--- config.mk ---
export PLATFORM = sky130hd
export DESIGN_NAME = response_sender_uart_flat
export DESIGN_NICKNAME = d
export VERILOG_FILES = /design/src/rtl/response_sender_pkg.sv /design/src/rtl/response_sender_uart_if.sv /design/src/rtl/response_sender_uart_tx.sv /design/src/rtl/response_sender_uart.sv /design/src/flat_wrapper.sv
export SDC_FILE = /design/constraint.sdc
export NUM_CORES = 1
export LEC_CHECK = 0
export ABC_CLOCK_PERIOD_IN_PS = 3320
export CAP_MARGIN = 20
export CORE_MARGIN = 8
export CORE_UTILIZATION = 30
export CTS_CLUSTER_SIZE = 40
export DETAILED_ROUTE_END_ITERATION = 16
export HOLD_SLACK_MARGIN = 0.05
export PLACE_DENSITY_LB_ADDON = 0.12
export SYNTH_ARGS = -nofsm -noshare
export SYNTH_HDL_FRONTEND = slang
export SYNTH_HIERARCHICAL = 1
export SYNTH_SLANG_ARGS = --single-unit
--- constraint.sdc ---
create_clock -name clk -period 3.32 [get_ports clk]
set_clock_uncertainty 0.1 [all_clocks]
set_input_delay 0.996 -clock clk [delete_from_list [all_inputs] [get_ports clk]]
set_output_delay 0.996 -clock clk [all_outputs]
set_load 0.03 [all_outputs]
--- src/rtl/response_sender_pkg.sv ---
// Shared types and sizing helpers for the UART response sender.
// RESPONSE_CHECKSUM_EN adds a trailing XOR checksum byte to every frame.
package response_sender_pkg;

  typedef enum logic [1:0] {IDLE, LOAD, WAIT} ctrl_state_e;

  typedef enum logic [1:0] {TX_IDLE, TX_START, TX_DATA, TX_STOP} tx_state_e;

  // Bytes per frame: address, data words, optional checksum.
  function automatic int frame_bytes(input int value_words);
`ifdef RESPONSE_CHECKSUM_EN
    return value_words + 2;
`else
    return value_words + 1;
`endif
  endfunction

  // Bits needed for a counter spanning 0..n-1 (at least one bit).
  function automatic int idx_width(input int n);
    return (n <= 2) ? 1 : $clog2(n);
  endfunction

endpackage

--- src/rtl/response_sender_uart_if.sv ---
// Response handshake plus UART line, bundled for the sender and its driver.
interface response_sender_uart_if #(
  parameter int WORD_WIDTH  = 8,
  parameter int VALUE_WORDS = 4
);
  logic [WORD_WIDTH-1:0]             i_addr;
  logic [VALUE_WORDS*WORD_WIDTH-1:0] i_data;
  logic                              i_valid;
  logic                              o_ready;
  logic                              o_tx;
  logic                              o_busy;

  modport master (output i_addr, i_data, i_valid, input  o_ready, o_tx, o_busy);
  modport slave  (input  i_addr, i_data, i_valid, output o_ready, o_tx, o_busy);
endinterface

--- src/rtl/response_sender_uart_tx.sv ---
// Single-character 8N1-style transmitter; accepts a new start during the
// final stop cycle so consecutive characters run with no idle gap.
module uart_tx
  import response_sender_pkg::*;
#(
  parameter int WIDTH   = 8,
  parameter int DIVISOR = 100
) (
  input  logic             clk,
  input  logic             i_reset,
  input  logic [WIDTH-1:0] i_data,
  input  logic             i_start,
  output logic             o_tx,
  output logic             o_busy,
  output logic             o_done
);
  localparam int DIV_W = idx_width(DIVISOR);
  localparam int BIT_W = idx_width(WIDTH);
  localparam logic [DIV_W-1:0] DIV_LAST = DIV_W'(DIVISOR - 1);
  localparam logic [BIT_W-1:0] BIT_LAST = BIT_W'(WIDTH - 1);

  tx_state_e        state_q, state_d;
  logic [DIV_W-1:0] div_q, div_d;
  logic [BIT_W-1:0] bit_q, bit_d;
  logic [WIDTH-1:0] sh_q, sh_d;
  logic             tx_q, tx_d;
  logic             tick;

  assign tick = (div_q == DIV_LAST);

  always_comb begin
    state_d = state_q;
    div_d   = tick ? '0 : div_q + 1'b1;
    bit_d   = bit_q;
    sh_d    = sh_q;
    tx_d    = tx_q;
    o_done  = 1'b0;
    case (state_q)
      TX_IDLE: begin
        div_d = '0;
        tx_d  = 1'b1;
        if (i_start) begin
          state_d = TX_START;
          sh_d    = i_data;
          tx_d    = 1'b0;
        end
      end
      TX_START: begin
        if (tick) begin
          state_d = TX_DATA;
          bit_d   = '0;
          tx_d    = sh_q[0];
          sh_d    = sh_q >> 1;
        end
      end
      TX_DATA: begin
        if (tick) begin
          if (bit_q == BIT_LAST) begin
            state_d = TX_STOP;
            tx_d    = 1'b1;
          end else begin
            bit_d = bit_q + 1'b1;
            tx_d  = sh_q[0];
            sh_d  = sh_q >> 1;
          end
        end
      end
      TX_STOP: begin
        if (tick) begin
          o_done = 1'b1;
          if (i_start) begin
            state_d = TX_START;
            sh_d    = i_data;
            tx_d    = 1'b0;
          end else begin
            state_d = TX_IDLE;
            tx_d    = 1'b1;
          end
        end
      end
      default: begin
        state_d = TX_IDLE;
        tx_d    = 1'b1;
      end
    endcase
  end

  always_ff @(posedge clk) begin
    if (!i_reset) begin
      state_q <= TX_IDLE;
      div_q   <= '0;
      bit_q   <= '0;
      sh_q    <= '0;
      tx_q    <= 1'b1;
    end else begin
      state_q <= state_d;
      div_q   <= div_d;
      bit_q   <= bit_d;
      sh_q    <= sh_d;
      tx_q    <= tx_d;
    end
  end

  assign o_tx   = tx_q;
  assign o_busy = (state_q != TX_IDLE);

endmodule

--- src/rtl/response_sender_uart.sv ---
// Serializes one register response (addr, then data MSB word first) onto a
// UART line. Define RESPONSE_CHECKSUM_EN to append an XOR checksum byte.
module response_sender_uart
  import response_sender_pkg::*;
#(
  parameter int WORD_WIDTH  = 8,
  parameter int VALUE_WORDS = 4,
  parameter int DIVISOR     = 100
) (
  input  logic                   clk,
  input  logic                   i_reset,
  response_sender_uart_if.slave  bus
);
  localparam int FRAME = frame_bytes(VALUE_WORDS);
  localparam int SH_W  = (FRAME - 1) * WORD_WIDTH;
  localparam int CNT_W = idx_width(FRAME + 1);

  ctrl_state_e           state_q, state_d;
  logic [SH_W-1:0]       sh_q, sh_d;
  logic [CNT_W-1:0]      cnt_q, cnt_d;
  logic                  ready_q, ready_d;
  logic [SH_W-1:0]       frame_tail;
  logic [WORD_WIDTH-1:0] tx_byte;
  logic                  tx_start, tx_done, tx_busy;
  logic                  accept;

`ifdef RESPONSE_CHECKSUM_EN
  logic [WORD_WIDTH-1:0] csum;
  always_comb begin
    csum = bus.i_addr;
    for (int i = 0; i < VALUE_WORDS; i++) csum = csum ^ bus.i_data[i*WORD_WIDTH +: WORD_WIDTH];
  end
  assign frame_tail = {bus.i_data, csum};
`else
  assign frame_tail = bus.i_data;
`endif

  assign accept = bus.i_valid && ready_q;

  // The address byte goes straight to the transmitter on accept; the shift
  // register only holds the bytes that follow it.
  always_comb begin
    state_d  = state_q;
    sh_d     = sh_q;
    cnt_d    = cnt_q;
    ready_d  = ready_q;
    tx_start = 1'b0;
    tx_byte  = sh_q[SH_W-1 -: WORD_WIDTH];
    case (state_q)
      IDLE: begin
        tx_byte = bus.i_addr;
        if (accept) begin
          tx_start = 1'b1;
          sh_d     = frame_tail;
          cnt_d    = '0;
          ready_d  = 1'b0;
          state_d  = LOAD;
        end
      end
      LOAD: begin
        cnt_d   = cnt_q + 1'b1;
        state_d = WAIT;
      end
      WAIT: begin
        if (tx_done) begin
          if (cnt_q == CNT_W'(FRAME)) begin
            ready_d = 1'b1;
            state_d = IDLE;
          end else begin
            tx_start = 1'b1;
            sh_d     = sh_q << WORD_WIDTH;
            state_d  = LOAD;
          end
        end else if (!tx_busy) begin
          // Transmitter lost its character: recover rather than hang.
          ready_d = 1'b1;
          state_d = IDLE;
        end
      end
      default: begin
        ready_d = 1'b1;
        state_d = IDLE;
      end
    endcase
  end

  always_ff @(posedge clk) begin
    if (!i_reset) begin
      state_q <= IDLE;
      sh_q    <= '0;
      cnt_q   <= '0;
      ready_q <= 1'b1;
    end else begin
      state_q <= state_d;
      sh_q    <= sh_d;
      cnt_q   <= cnt_d;
      ready_q <= ready_d;
    end
  end

  uart_tx #(
    .WIDTH   (WORD_WIDTH),
    .DIVISOR (DIVISOR)
  ) u_tx (
    .clk     (clk),
    .i_reset (i_reset),
    .i_data  (tx_byte),
    .i_start (tx_start),
    .o_tx    (bus.o_tx),
    .o_busy  (tx_busy),
    .o_done  (tx_done)
  );

  assign bus.o_ready = ready_q;
  assign bus.o_busy  = !ready_q;

endmodule

--- src/flat_wrapper.sv ---
// flat-port wrapper written by rule: the top's interface ports become plain ports
module response_sender_uart_flat import response_sender_pkg::*;
#(
  parameter int WORD_WIDTH  = 8,
  parameter int VALUE_WORDS = 4,
  parameter int DIVISOR     = 100
)
  (clk, i_reset, bus_i_addr, bus_i_data, bus_i_valid, bus_o_ready, bus_o_tx, bus_o_busy);
  response_sender_uart_if #(.WORD_WIDTH(WORD_WIDTH), .VALUE_WORDS(VALUE_WORDS)) bus_i ();
  input  logic clk;
  input  logic i_reset;
  input wire logic [$bits(bus_i.i_addr)-1:0] bus_i_addr;
  input wire logic [$bits(bus_i.i_data)-1:0] bus_i_data;
  input wire logic [$bits(bus_i.i_valid)-1:0] bus_i_valid;
  output wire logic [$bits(bus_i.o_ready)-1:0] bus_o_ready;
  output wire logic [$bits(bus_i.o_tx)-1:0] bus_o_tx;
  output wire logic [$bits(bus_i.o_busy)-1:0] bus_o_busy;
  assign bus_i.i_addr = bus_i_addr;
  assign bus_i.i_data = bus_i_data;
  assign bus_i.i_valid = bus_i_valid;
  assign bus_o_ready = bus_i.o_ready;
  assign bus_o_tx = bus_i.o_tx;
  assign bus_o_busy = bus_i.o_busy;
  response_sender_uart #(.WORD_WIDTH(WORD_WIDTH), .VALUE_WORDS(VALUE_WORDS), .DIVISOR(DIVISOR)) u_core (.clk(clk), .i_reset(i_reset), .bus(bus_i));
endmodule
# Yosys cells after proc, flatten, opt, wreduce, memory -nomap -nowiden
# Index checks and enable logic that the tools add are counted.
# word_totals
reg_bits,59
inputBits,43
output_inout_bits,3
word_cells,96
# op_classes
addsub,3
n_eq_ne,19
muxes,46
bitwise_logic,2
n_reduce_logical,17
# op_table
op,n
2-to-1 mux 32 bit,3
one-hot mux 32 bit (2 select lines),1
2-to-1 mux 8 bit,6
one-hot mux 8 bit (4 select lines),1
2-to-1 mux 1 bit,16
2-to-1 mux 2 bit,8
AND reduction 4 bit,4
2-to-1 mux 3 bit,4
"!= test 2 bit, second input constant",6
one-hot mux 3 bit (2 select lines),2
one-hot mux 2 bit (4 select lines),1
nonzero test 2 bit,4
"adder 7 x 1 -> 7 bit, second input constant",1
"== test 7 bit, second input constant",1
"adder 3 x 1 -> 3 bit, second input constant",2
"== test 2 bit, second input constant",3
"== test 3 bit, second input constant",2
"!= test 2 x 1 -> 1 bit, second input constant",3
one-hot mux 2 bit (3 select lines),1
AND reduction 5 bit,1
"== test 2 x 1 -> 1 bit, second input constant",2
logical NOT 2 bit,2
one-hot mux 1 bit (4 select lines),1
AND reduction 2 bit,2
9 further kinds,10

# Longest topological paths before layout
# Gate-level depths: netlist of run 1.
# depth
word_depth,8
mapped_depth,12
mapped_depth_nobuf,9

# By module
# The synthesis of run 1 kept the hierarchy.
# modules_own_cells
module,n_inst,cells_per_inst,area_per_inst_um2,seq_area_each_um2
response_sender_uart,1,200,2092.0,760.7
uart_tx,1,124,1083.5,420.4

# Least setup slack after synthesis of run 1
# Ideal clock, no wire load.
# synth_path
path_type,register to register
start,reg u_core.u_tx.div_q[0]
end,reg u_core.u_tx.state_q[0]
setup_time_ns,0.116
arrival_ns,2.543
required_ns,3.104
path_slack_ns,0.561
path_stages_with_launch,12
n_path_buf,3
period_less_slack_ns,2.759
path_cell_list,dfxtp_1 -> ha_1 -> and2_0 -> and3_1 -> a21bo_2 -> buf_2 -> o21ai_4 -> buf_4 -> buf_2 -> nor2_1 -> a2111o_1 -> o211a_1
# synth_via
elab_chain_cells,8
word_cells_on_any_way,13
cone_classes,5 x eq/ne; 7 x mux; 1 x reduce/logical
# synth_rtl
element,line,rtl
start: declaration,response_sender_uart_tx.sv:23,"logic [DIV_W-1:0] div_q, div_d;"
start signal: assignment,response_sender_uart_tx.sv:97,div_q <= div_d;
== test 7 bit (*),response_sender_uart_tx.sv:29,assign tick = (div_q == DIV_LAST);
2-to-1 mux 1 bit (*),response_sender_uart_tx.sv:69,if (tick) begin
2-to-1 mux 1 bit (*),response_sender_uart_tx.sv:38,case (state_q)
net u_core.tx_done,response_sender_uart.sv:24,"logic tx_start, tx_done, tx_busy;"
2-to-1 mux 1 bit (*),response_sender_uart.sv:65,if (tx_done) begin
one-hot mux 1 bit (2 select lines) (*),response_sender_uart.sv:49,case (state_q)
net u_core.tx_start,response_sender_uart.sv:24,
2-to-1 mux 1 bit,response_sender_uart_tx.sv:71,if (i_start) begin
2-to-1 mux 2 bit,response_sender_uart_tx.sv:69,
one-hot mux 2 bit (4 select lines),response_sender_uart_tx.sv:38,
end signal: assignment,response_sender_uart_tx.sv:96,state_q <= state_d;
end: declaration,response_sender_uart_tx.sv:22,"tx_state_e state_q, state_d;"
# Mark *: on every way through the listed nets, which the timed path passes. The rest lies on a longest branch. The select of a mux whose other input is x is not followed.
# A chain may end at the register's enable or synchronous reset.

# Final worst setup path of run 1
# layout_path
start,reg u_core.u_tx.div_q[0]
end,reg u_core.u_tx.sh_q[4]
# layout_via
elab_chain_cells,8
word_cells_on_any_way,12
cone_classes,4 x eq/ne; 7 x mux; 1 x reduce/logical
# layout_rtl
element,line,rtl
== test 7 bit (*),response_sender_uart_tx.sv:29,
2-to-1 mux 1 bit (*),response_sender_uart_tx.sv:69,
2-to-1 mux 1 bit (*),response_sender_uart_tx.sv:38,
net u_core.tx_done,response_sender_uart.sv:24,
2-to-1 mux 1 bit (*),response_sender_uart.sv:65,
one-hot mux 1 bit (2 select lines) (*),response_sender_uart.sv:49,
2-to-1 mux 8 bit (*),n/a,
2-to-1 mux 8 bit,n/a,
one-hot mux 8 bit (4 select lines) (*),n/a,
end signal: assignment,response_sender_uart_tx.sv:93,sh_q <= '0;
end signal: assignment,response_sender_uart_tx.sv:99,sh_q <= sh_d;
end: declaration,response_sender_uart_tx.sv:25,"logic [WIDTH-1:0] sh_q, sh_d;"
# Marks and branches as above.

==> impl_metrics.json, run 1 <==
{
  "layout.nets": 412,
  "critPathCaptureType": "register",
  "synth_edf_count": 0,
  "syn_nets": 377,
  "ys_seq_area_frac": 0.3719,
  "viasPerCell": 5.120,
  "io_pins": 46,
  "ant_nets": 0,
  "path_cells": "ha_1 -> and2_0 -> and3_1 -> a21bo_2 -> o21ai_4 -> buf_4 -> nand2_1 -> nor2_1 -> a21oi_1 -> o2bb2ai_1",
  "ys_warn_count": 6,
  "max_freq_ghz": 0.3657,
  "gp_congestion": 0.7212,
  "hold_path.class": "register to register",
  "powerDensity_nw_per_um2": 567.9,
  "drv_slew": 0,
  "worst_pin_slew_ps": 586.2,
  "netlist_area_um2": 3176,
  "overflow": 0,
  "cts_setup_buffers": 0,
  "synth_cells": 324,
  "crit_path_top_delay_cell": "buf_4",
  "ir_worst_vdd_v": 0.0003220,
  "cts_resized": 0,
  "cp_top_family": "simple AND/OR/NAND/NOR gates",
  "rsz0062_at_grt": "false",
  "multiInputGateArea_um2": 1780,
  "p_leak_nw": 1.493,
  "antenna_cells": 0,
  "numCtsBuffers": 9,
  "crit_arrival_ps": 2900,
  "grt_pass1_wl_mm": 12.92,
  "critPathLaunchType": "register",
  "wl_per_cell_um": 15.66,
  "layout_common_cells": "dfxtp_1, clkdlybuf4s50_1, a211oi_1, mux2i_1, a211oi_2",
  "final_common_cell": "dfxtp_1",
  "crit_buf_inv": 1,
  "setup_viol": 0,
  "initial_core_util": 0.3076,
  "clkLatencyLatePin_ps": 340,
  "critPathKind": "register to register",
  "area_delta_synth_final_pct": 21.99,
  "wl_mm": 7.830,
  "dp.cells": 484,
  "ys_async_sr_fraction": 0,
  "fill_cells": 1040,
  "grt_pass1_vias": 2537,
  "numClockSinks": 59,
  "drtIter0Drc": 96,
  "via_count": 2560,
  "drv_cap": 0,
  "h-tree-depth": 3,
  "fin_cells": 500,
  "synth.distinct_cells": 48,
  "clk_pin_slew_ps": 70,
  "period_share": 0.8237,
  "syn_area_per_cell_um2": 9.801,
  "numPortBuffers": 45,
  "slew_headroom": 0.6092,
  "ys_ff_latch": 59,
  "cts_tree": "built",
  "status": "finished clean",
  "track_usage": 0.1113,
  "drive_gt1_frac": 0.1593,
  "regArea_um2": 1181,
  "postCtsHoldBufs": 0,
  "final.setup.tns_ps": 0,
  "dr.pass1.iters": 4,
  "rows": 37,
  "synth_flop_cell": "dfxtp_1",
  "die_w_um": 118.9,
  "dp_hpwl_mm": 5.313,
  "antenna_found_initial": 0,
  "cp.required_ps": 3490,
  "die_area_um2": 14130,
  "dieHeight_um": 118.9,
  "cts_root_buf": "clkbuf_8",
  "drc": 0,
  "core_um2": 10320,
  "fin_crit_ps": 2735,
  "grt_max_degree": 42,
  "crit_path_max_incr_delay_ps": 430,
  "worstPathMaxFanout": 29,
  "hold_viol": 0,
  "clockBufferDepth": 2
}
cells by family after synthesis:
family	Yosys count	synth area share
fa+ha+maj	10	0.03940
flops	59	0.3719
xor+xnor	5	0.01379
simple gates	70	0.1178
buf+inv	37	0.07289
compound gates	111	0.2802
mux	32	0.1040
metal layers:
metal  vias to the layer above  wire length, µm  share of wire  GRT usage
met5                         -                0              0          0
met4                         0               80          0.010    0.02846
met3                         8              231          0.030    0.03637
met2                        27             3652           0.47     0.1798
met1                      1241             3866           0.49     0.1398
li1                       1284                -              -          -
sequential cells by signal, summed over array words and instances (netlist names):
| signal | flops |
|---|---|
| u_core/u_tx/div_q | 7 |
| u_core/u_tx/state_q | 2 |
| u_core/state_q | 2 |
| u_core/bus.o_ready | 1 |
| u_core/u_tx/bit_q | 3 |
| u_core/cnt_q | 3 |
| u_core/u_tx/sh_q | 8 |
| u_core/u_tx/o_tx | 1 |
| u_core/sh_q | 32 |
cells in the mapped netlist, drive strengths merged, types with 7 or more instances:
| library cell | count | share of area |
|---|---|---|
| mux2 | 8 | 0.028 |
| ha | 10 | 0.039 |
| a211oi | 50 | 0.15 |
| buf | 24 | 0.058 |
| a21oi | 18 | 0.028 |
| o21ai | 10 | 0.019 |
| o2bb2ai | 9 | 0.025 |
| nor2 | 18 | 0.022 |
| mux2i | 24 | 0.076 |
| nand3 | 13 | 0.020 |
| inv | 7 | 0.0083 |
| o211ai | 8 | 0.019 |
| nand2 | 14 | 0.017 |
| nand2b | 7 | 0.014 |
| dfxtp | 59 | 0.37 |
cell type report:
class / count / share of cell area
clock inverters: 6 / 0.01647
repair buffers: 53 / 0.1318
clock buffers: 10 / 0.03553
flip-flops and latches: 59 / 0.3049
multi-input cells: 228 / 0.4596
inverters: 8 / 0.007752
well taps: 136 / 0.04393
power breakdown:
part | switching [mW] | leakage [nW] | internal [mW] | total, mW
logic | 0.366 | 0.911 | 0.276 | 0.642
registers | 0.0714 | 0.483 | 0.809 | 0.881
clock network | 0.310 | 0.0987 | 0.367 | 0.677
worst paths after layout:
path | from | endpoint | slack, ps | depth (start not counted)
worst max-delay path | u_core/u_tx/div_q[0] | u_core/u_tx/sh_q[4] | 590 | 10
worst min-delay path | u_core/u_tx/sh_q[6] | u_core/u_tx/sh_q[6] | 360 | 1
worst max register to register | u_core/u_tx/div_q[0] | u_core/u_tx/sh_q[4] | 590 | 10
worst min register to register | u_core/u_tx/sh_q[6] | u_core/u_tx/sh_q[6] | 360 | 1
stage by stage:
step | setup slack (ps) | cell area, µm² | power [mW] | hold WS (ps) | utilization
floorplan | 561.2 | 3176 | 1.394 | 326.1 | -
global placement | 465.1 | 3672 | 1.539 | 347.6 | 0.3557
detailed placement | 404.6 | 3672 | 1.545 | 351.6 | 0.3557
CTS | 552.4 | 3874 | 2.230 | 369.8 | 0.3752
global route | 297.0 | 3874 | 2.335 | 374.9 | 0.3752
finish | 585.3 | 3874 | 2.200 | 364.3 | 0.3752
Note: power is estimated with default switching activity, not from simulation.
==> run 2, diff against run 1 <==
--- a/config.mk
+++ b/config.mk
@@ -5,7 +5,7 @@
 export SDC_FILE = /design/constraint.sdc
 export NUM_CORES = 1
 export LEC_CHECK = 0
-export ABC_CLOCK_PERIOD_IN_PS = 3320
+export ABC_CLOCK_PERIOD_IN_PS = 2460
 export CAP_MARGIN = 20
 export CORE_MARGIN = 8
 export CORE_UTILIZATION = 30
==> constraint.sdc (replaced) <==
create_clock -name clk -period 2.46 [get_ports clk]
set_clock_uncertainty 0.1 [all_clocks]
set_input_delay 0.738 -clock clk [delete_from_list [all_inputs] [get_ports clk]]
set_output_delay 0.738 -clock clk [all_outputs]
set_load 0.03 [all_outputs]
==> run 2 against run 1 <==
Clock-buffer cell count rose by 1. Critical path depth fell by 2. Core utilization rose by 1.2 points. Clock power is 33% higher. Register-to-register slack got worse by 440 ps. Wire length is 0.68% higher. Combinational power rose by 45%. Worst setup slack got worse by 440 ps. Global-route usage is 0.30 points higher. Largest power group unchanged.
==> impl_metrics.json, run 2 (same netlist as run 1, synthesis figures left out) <==
{
  "status": "finished clean",
  "p_leak_nw": 1.558,
  "crit_arrival_ps": 2440,
  "rr_startpoint": "u_core/u_tx/div_q[1]",
  "clkLatencyLatePin_ps": 330,
  "swShare": 0.3285,
  "die_area_um2": 14130,
  "dr.pass1.iters": 4,
  "antenna_found_initial": 0,
  "fill_cells": 1045,
  "die_w_um": 118.9,
  "cp-endpoint": "u_core/u_tx/state_q[0]",
  "io_pins": 46,
  "via_count": 2528,
  "powerDensity_nw_per_um2": 755.9,
  "numCtsBuffers": 9,
  "critPathKind": "register to register",
  "slew_headroom": 0.6640,
  "rows": 37,
  "grtUsageMet3": 0.03496,
  "reg2reg_depth": 8,
  "drc": 0,
  "hold_path.class": "register to register",
  "p_clk_frac": 0.299,
  "hold_slack_ps": 328.9,
  "grt_max_degree": 42,
  "clockBufferDepth": 2,
  "cts_tree": "built",
  "critPathLaunchType": "register",
  "worstPathMaxFanout": 7,
  "dp_hpwl_mm": 5.374,
  "period_share": 0.9419,
  "rrSetupSlack_ps": 140,
  "track_usage": 0.1143,
  "numPortBuffers": 45,
  "drtIter0Drc": 133,
  "numClockSinks": 59,
  "core_um2": 10320,
  "grt_pass1_vias": 2667,
  "post-route-util": 0.3872,
  "multiInputGateArea_um2": 1793,
  "setup_viol": 0,
  "final_common_cell": "dfxtp_1",
  "wl_per_cell_um": 15.52,
  "initial_core_util": 0.3076,
  "largest_reg_flops": 32,
  "h-tree-depth": 3,
  "regArea_um2": 1185,
  "cts_setup_buffers": 0,
  "critPathCaptureType": "register",
  "layout.nets": 421,
  "cts_root_buf": "clkbuf_8",
  "use_met2": 0.1900,
  "fin_crit_ps": 2317,
  "gp_congestion": 0.7252,
  "drive_gt1_frac": 0.1935,
  "p_sw_mw": 0.9926,
  "worst_pin_slew_ps": 503.3,
  "area_delta_synth_final_pct": 25.89,
  "ant_nets": 0,
  "finalPower_mw": 3.022,
  "max_freq_ghz": 0.4316,
  "drv_slew": 0,
  "viasPerCell": 4.976,
  "power_frac_seq": 0.394,
  "reg.largest.list": "u_core/sh_q: 32 flops, u_core/u_tx/sh_q: 8 flops, u_core/u_tx/div_q: 7 flops",
  "fin_cells": 508,
  "startpoint": "u_core/u_tx/div_q[1]",
  "wl_mm": 7.883,
  "cp.required_ps": 2580,
  "ir_worst_vdd_v": 0.0003047,
  "hold_viol": 0,
  "clk_pin_slew_ps": 70,
  "busiest_layer": "met2",
  "reg2reg_to": "u_core/u_tx/state_q[0]",
  "grt_pass1_wl_mm": 13.25,
  "power_frac_comb": 0.308,
  "overflow": 0,
  "use_met1": 0.1384,
  "top_register": "u_core/sh_q",
  "dieHeight_um": 118.9,
  "drv_cap": 0,
  "antenna_cells": 0,
  "p_int_mw": 2.029,
  "dp.cells": 493,
  "layout_common_cells": "dfxtp_1, clkdlybuf4s50_1, a211oi_1, mux2i_1, a211oi_2",
  "rsz0062_at_grt": "false"
}
-- run 2: cell types whose count changed in the layout (fill, tap and decap cells not counted), sizes merged --
cell           change
inv                -1
clkinv             -1
clkdlybuf4s50      -1
dlymetal6s2s       +1
buf                +9
clkbuf             +1
-- run 2: layout make-up --
type,count,share of cell area
Clock buffer,11,0.03787
Clock inverter,4,0.01252
Inverter,8,0.007512
Multi-Input combinational cell,228,0.4485
Sequential cell,59,0.2964
Tap cell,136,0.04257
Timing Repair Buffer,62,0.1546
-- run 2: through the flow --
| step | setup TNS [ps] | instance area (µm²) | setup slack [ps] |
|---|---|---|---|
| 2_1_floorplan | -56.54 | 3208 | -56.54 |
| 3_3_place_gp | 0 | 3794 | 58.06 |
| 3_5_place_dp | 0 | 3794 | 39.62 |
| 4_1_cts | 0 | 3995 | 36.47 |
| 5_1_grt | 0 | 3998 | 13.69 |
| 6_report | 0 | 3998 | 143.0 |
-- run 2: layer usage --
| metal | vias up | part of all wire |
|---|---|---|
| met5 | - | 0 |
| met4 | 0 | 0.011 |
| met3 | 7 | 0.039 |
| met2 | 42 | 0.47 |
| met1 | 1180 | 0.48 |
| li1 | 1299 | - |
-- run 2: worst min-delay path by stage --
stage                               startpoint                    to  slack (ps)  cells after the start
final                     u_core/u_tx/div_q[0]  u_core/u_tx/div_q[0]         330                      1
after global routing      u_core/u_tx/div_q[0]  u_core/u_tx/div_q[0]         340                      1
after CTS                 u_core/u_tx/div_q[0]  u_core/u_tx/div_q[0]         330                      1
after detailed placement  u_core/u_tx/div_q[0]  u_core/u_tx/div_q[0]         320                      1
after global placement    u_core/u_tx/div_q[0]  u_core/u_tx/div_q[0]         320                      1
after floorplan           u_core/u_tx/div_q[0]  u_core/u_tx/div_q[0]         310                      1
-- run 2: power by group through the flow --
stage | combinational (mW) | sequential [mW] | clock (mW)
after global routing | 1.04 | 1.21 | 0.981
after floorplan | 0.707 | 1.19 | 0
after global placement | 0.927 | 1.21 | 0
final | 0.930 | 1.19 | 0.902
after detailed placement | 0.933 | 1.21 | 0
after CTS | 0.940 | 1.19 | 0.945
-- run 2: repair_timing --
action | in CTS | in global routing
endpoints found under the setup margin | 0 | 1
hold endpoints to repair | 0 | 0
resized for setup | 0 | 1
hold buffers | 0 | 0
-- run 2: worst max-delay path, stage by stage, from the launching register on --
cell	delay [ps]
dfxtp_1	360
ha_2	210
and2_4	180
and3_1	200
a21bo_2	260
o21ai_4	280
nor2_4	50
a2111o_1	340
o211a_1	230
